[src/rtl/cpu_pkg.sv]
// Shared CPU-side types and constants; holds the program loader's state
// encoding and default frame sync marker.
package cpu_pkg;

  typedef enum logic [1:0] {
    LD_IDLE = 2'd0,
    LD_LEN  = 2'd1,
    LD_DATA = 2'd2,
    LD_CHK  = 2'd3
  } loader_state_e;

  localparam logic [7:0] LOADER_SYNC = 8'hA5;

endpackage

[src/rtl/prog_loader.sv]
// Framed byte-stream loader: writes SYNC/LEN/data/CHK frames into the
// instruction RAM and holds the CPU in reset until a frame checks out.
//
// Input handshake: _iRxValid is a one-cycle strobe with no back-pressure;
// every strobe carries one byte that is consumed in that same cycle, and
// strobes may arrive on back-to-back cycles.
module prog_loader
  import cpu_pkg::*;
#(
  parameter int unsigned TIMEOUT_CYCLES = 100000,
  parameter bit          BOOT_HOLD      = 1'b1,
  parameter logic [7:0]  SYNC_BYTE      = LOADER_SYNC
) (
  input  logic       _iClk,
  input  logic       rst,
  input  logic [7:0] _iRxData,
  input  logic       _iRxValid,
  output logic [7:0] _oInstMemAddr,
  output logic [7:0] _oInstMemWData,
  output logic       _oInstMemWrite,
  output logic       _oCpuReset,
  output logic       _oLoadDone,
  output logic       _oLoadError
);

  localparam int unsigned CNT_W = (TIMEOUT_CYCLES > 2) ? $clog2(TIMEOUT_CYCLES) : 1;
  localparam logic [CNT_W-1:0] TMO_LAST = CNT_W'(TIMEOUT_CYCLES - 1);

  loader_state_e    state_q, state_d;
  logic [7:0]       len_q, len_d;
  logic [7:0]       addr_q, addr_d;
  logic [7:0]       sum_q, sum_d;
  logic [CNT_W-1:0] tmo_q, tmo_d;
  logic [7:0]       mem_addr_q, mem_addr_d;
  logic [7:0]       mem_wdata_q, mem_wdata_d;
  logic             mem_write_q, mem_write_d;
  logic             cpu_rst_q, cpu_rst_d;
  logic             done_q, done_d;
  logic             err_q, err_d;
  logic [7:0]       chk_sum;

  assign chk_sum = sum_q + _iRxData;

  always_comb begin
    state_d     = state_q;
    len_d       = len_q;
    addr_d      = addr_q;
    sum_d       = sum_q;
    tmo_d       = tmo_q;
    mem_addr_d  = mem_addr_q;
    mem_wdata_d = mem_wdata_q;
    mem_write_d = 1'b0;
    cpu_rst_d   = cpu_rst_q;
    done_d      = 1'b0;
    err_d       = err_q;

    if (state_q == LD_IDLE) begin
      tmo_d = '0;
      if (_iRxValid && (_iRxData == SYNC_BYTE)) begin
        state_d   = LD_LEN;
        err_d     = 1'b0;
        cpu_rst_d = 1'b1;
        sum_d     = 8'd0;
        addr_d    = 8'd0;
      end
    end else if (!_iRxValid) begin
      // A byte on the expiry cycle wins: the timeout only fires on an idle cycle.
      if (tmo_q == TMO_LAST) begin
        tmo_d     = '0;
        err_d     = 1'b1;
        cpu_rst_d = 1'b1;
        state_d   = LD_IDLE;
      end else begin
        tmo_d = tmo_q + 1'b1;
      end
    end else begin
      tmo_d = '0;
      case (state_q)
        LD_LEN: begin
          len_d   = _iRxData;
          state_d = LD_DATA;
        end
        LD_DATA: begin
          mem_addr_d  = addr_q;
          mem_wdata_d = _iRxData;
          mem_write_d = 1'b1;
          addr_d      = addr_q + 8'd1;
          sum_d       = chk_sum;
          // LEN of 0 compares against 8'hFF, giving a full 256-byte frame.
          if (addr_q == (len_q - 8'd1)) state_d = LD_CHK;
        end
        LD_CHK: begin
          if (chk_sum == 8'd0) begin
            done_d    = 1'b1;
            cpu_rst_d = 1'b0;
          end else begin
            err_d = 1'b1;
          end
          state_d = LD_IDLE;
        end
        default: state_d = LD_IDLE;
      endcase
    end
  end

  always_ff @(posedge _iClk or posedge rst) begin
    if (rst) begin
      state_q     <= LD_IDLE;
      len_q       <= 8'd0;
      addr_q      <= 8'd0;
      sum_q       <= 8'd0;
      tmo_q       <= '0;
      mem_addr_q  <= 8'd0;
      mem_wdata_q <= 8'd0;
      mem_write_q <= 1'b0;
      cpu_rst_q   <= BOOT_HOLD;
      done_q      <= 1'b0;
      err_q       <= 1'b0;
    end else begin
      state_q     <= state_d;
      len_q       <= len_d;
      addr_q      <= addr_d;
      sum_q       <= sum_d;
      tmo_q       <= tmo_d;
      mem_addr_q  <= mem_addr_d;
      mem_wdata_q <= mem_wdata_d;
      mem_write_q <= mem_write_d;
      cpu_rst_q   <= cpu_rst_d;
      done_q      <= done_d;
      err_q       <= err_d;
    end
  end

  assign _oInstMemAddr  = mem_addr_q;
  assign _oInstMemWData = mem_wdata_q;
  assign _oInstMemWrite = mem_write_q;
  assign _oCpuReset     = cpu_rst_q;
  assign _oLoadDone     = done_q;
  assign _oLoadError    = err_q;

endmodule
[config.mk]
export PLATFORM = sky130hd
export DESIGN_NAME = prog_loader
export DESIGN_NICKNAME = d
export VERILOG_FILES = /design/src/rtl/cpu_pkg.sv /design/src/rtl/prog_loader.sv
export SDC_FILE = /design/constraint.sdc
export NUM_CORES = 1
export LEC_CHECK = 0
export BUFFER_PORTS_ARGS = -buffer_cell sky130_fd_sc_hd__clkbuf_2
export CAP_MARGIN = 15
export CORE_ASPECT_RATIO = 1.5
export CORE_MARGIN = 1.5
export CORE_UTILIZATION = 32
export CTS_CLUSTER_DIAMETER = 120
export DETAILED_ROUTE_END_ITERATION = 16
export GPL_TIMING_DRIVEN = 0
export HOLD_SLACK_MARGIN = 0.1
export PLACE_DENSITY = 0.56
export SETUP_SLACK_MARGIN = 0.1
export SLEW_MARGIN = 20
export SYNTH_ARGS = -nofsm -noshare
export SYNTH_HDL_FRONTEND = slang
export SYNTH_SLANG_ARGS = --single-unit
[constraint.sdc]
create_clock -name _iClk -period 5.6 [get_ports _iClk]
set_clock_uncertainty 0.05 [all_clocks]
set_input_delay 0.28 -clock _iClk [delete_from_list [all_inputs] [get_ports _iClk]]
set_output_delay 0.28 -clock _iClk [all_outputs]
set_load 0.03 [all_outputs]
==> impl_metrics.tcl <==
set metrics [dict create \
    status "finished, violations left" \
    violations "design-rule violations" \
    drtIter0Drc 127 \
    wl_per_cell_um 14.2 \
    grt_usage 0.146 \
    post_cts_buffers 0 \
    rows 44 \
    synth_flop_cell "dfrtp_1" \
    crit_required_ns 5.74 \
    worstPathArrival_ns 2.61 \
    end_kind "register" \
    grt_remaining_overflow 0 \
    wl_mm 7.13 \
    n_antenna_cell 0 \
    crit_path_start_kind "register" \
    period_minus_slack_ns 2.47 \
    pin_count 31 \
    cts-root-buf "clkbuf_16" \
    setup_viol 0 \
    clk_transition_reported_paths_ns 0.05 \
    clock_latency_ns 0.32 \
    synth_area_leaders "dfrtp_1 (48%), nand2_1 (8.5%), xnor2_1 (5.6%)" \
    crit_fanout 7 \
    synth_area_leader_cell "dfrtp_1" \
    cts_buffer_depth 2 \
    maxSlewViolCount 0 \
    rsz0062_at_grt "false" \
    hold_slack_ns 0.160 \
    synth_most_common_cell "nand2_1" \
    final_net_count 407 \
    syn-num-nets 364 \
    grt.met1_usage 0.171 \
    dp_slack_ns 3.10 \
    die_w_um 85.4 \
    crit_type "reg -> reg" \
    ys_ff_latch 63 \
    dp_hpwl_mm 5.27 \
    grtUsageMet3 0.0384 \
    avgSynthCellArea_um2 9.63 \
    drive_above_1_share 0.166 \
    ys_seq_area_frac 0.485 \
    stdcell_count 501 \
    synth_area_mm2 0.00326 \
    p_leak_nw 1.88 \
    coreArea_mm2 0.00980 \
    ant_nets 0 \
    vias 2494 \
    clkSinkCount 63 \
    drt-pass1-iter-count 12 \
    grt_max_degree 43 \
    drt-vias-per-instance 4.98 \
    hold_path.class "in -> reg" \
    drc 5 \
    die_y_um 127 \
    fin_crit_sh 0.441 \
    grt_pass1_vias 2601 \
    met2_usage 0.245 \
    async_flop_share 1.00 \
    worst_path_most_repeated_cell "and3_1" \
    area_delta_synth_final_pct 19.1 \
    cellPowerDensity_mw_per_mm2 315 \
    die_area_mm2 0.0108 \
    path_cells "inv_1 -> ha_1 -> nor2b_1 -> nand2_1 -> inv_2 -> and3_1 -> and3_1 -> nand4_1 -> xor2_1 -> nor2_1" \
    hold_viol_final 0 \
    numCtsBuffers 9 \
    maxCapViolations 0 \
    worst_pin_slew_ns 0.555 \
    cts_tree "yes" \
    portBuffers 30 \
    initial_core_util 0.332 \
    max_freq_ghz 0.405 \
    post-place-cells 484 \
    netlist_top_cells_count "nand2_1 (74), dfrtp_1 (62), nor2_1 (40)" \
    tns_ns 0 \
    grt_pass1_wl_mm 12.4 \
    final_util 0.396 \
    worst_slack_ns 3.13 \
    busiest_layer "met2" \
    synth_top_area_frac 0.477 \
    slew_headroom 0.630 \
    postSynthCellCount 338 \
    critPathMaxStageDelay_ns 0.39 \
    cpMaxStageDelayCell "dfrtp_1" \
    synth_edf_count 0 \
    synth_cell_types 49 \
    place_congestion 0.776 \
    antenna_found_initial 0 \
    htreeDepth 3 \
    yosysWarnings 0 \
    vdd.ir_drop.worst_uv 165 \
]
## metrics by stage
| step | power [mW] | area, um^2 |
|---|---|---|
| 4_1_cts | 1.24 | 3880 |
| 3_5_place_dp | 0.691 | 3570 |
| 5_1_grt | 1.29 | 3880 |
| 3_3_place_gp | 0.686 | 3550 |
| 6_report | 1.22 | 3880 |
| 2_1_floorplan | 0.644 | 3260 |
## cell type report
type	count	area, um^2
sequential	63	1580
inverter	12	47.5
fill	998	5920
tap	115	144
clock inverter	2	12.5
buffer	9	41.3
timing repair buffer	32	180
multi-input combinational	254	1590
clock buffer	14	284
## worst max-delay path, delay by kind of cell (launching register included)
family | cells | cell delay [ns]
buffers and inverters | 2 | 0.25
XOR/XNOR | 1 | 0.17
AND/OR/NAND/NOR | 6 | 1.19
flip-flops | 1 | 0.39
adder cells (fa/ha/maj) | 1 | 0.28
## where the power goes
part | internal [mW] | switching (mW)
clock | 0.347 | 0.190
sequential | 0.480 | 0.0200
combinational | 0.0769 | 0.106
## repair_timing
item                                   CTS  global route
endpoints found under the hold margin   20             0
gates resized for setup                  0             0
hold buffers                             1             0
## sequential cells by signal (all words and copies together), names as in the netlist
signal	cells
_oCpuReset	1
_oInstMemAddr	8
_oInstMemWData	8
_oInstMemWrite	1
_oLoadDone	1
_oLoadError	1
addr_q	8
len_q	8
state_q	2
sum_q	8
tmo_q	17
## worst paths after layout
kind                                               startpoint                             to  slack (ns)  cells past startpoint
worst max-delay path                   state_q[0]$_DFFE_PP0P_          addr_q[7]$_DFFE_PP0P_        3.13                     10
min in group asynchronous                                 rst            tmo_q[12]$_DFF_PP0_        0.40                      3
worst min register to register  _oInstMemWData[3]$_DFFE_PP0P_  _oInstMemWData[3]$_DFFE_PP0P_        0.42                      2
max in group asynchronous                                 rst  _oInstMemWData[1]$_DFFE_PP0P_        4.60                      4
worst max register to register         state_q[0]$_DFFE_PP0P_          addr_q[7]$_DFFE_PP0P_        3.13                     10
worst min-delay path                              _iRxData[0]  _oInstMemWData[0]$_DFFE_PP0P_        0.16                      3
## cells in the final DEF (no fill, tap or decap), types with 10 or more instances in the layout
cell and n:
nand2_1 74, nor2_1 40, nand3_1 10, ha_1 14, xnor2_1 21, dfrtp_1 62
xor2_1 17, clkbuf_2 30, inv_1 10
## per-layer routing
metal	up-vias	part of all wire
li1	1234	-
met1	1197	0.43
met2	44	0.49
met3	19	0.042
met4	0	0.031
met5	-	0
## cell families after synthesis
logic type,synth area share
AO/OA/AOI/OAI,0.0719
XOR/XNOR,0.102
adder cells (fa/ha/maj),0.0600
buffers and inverters,0.0265
flip-flops,0.485
multiplexers,0.0277
AND/OR/NAND/NOR,0.227
Note: power is estimated with default switching activity, not from simulation.
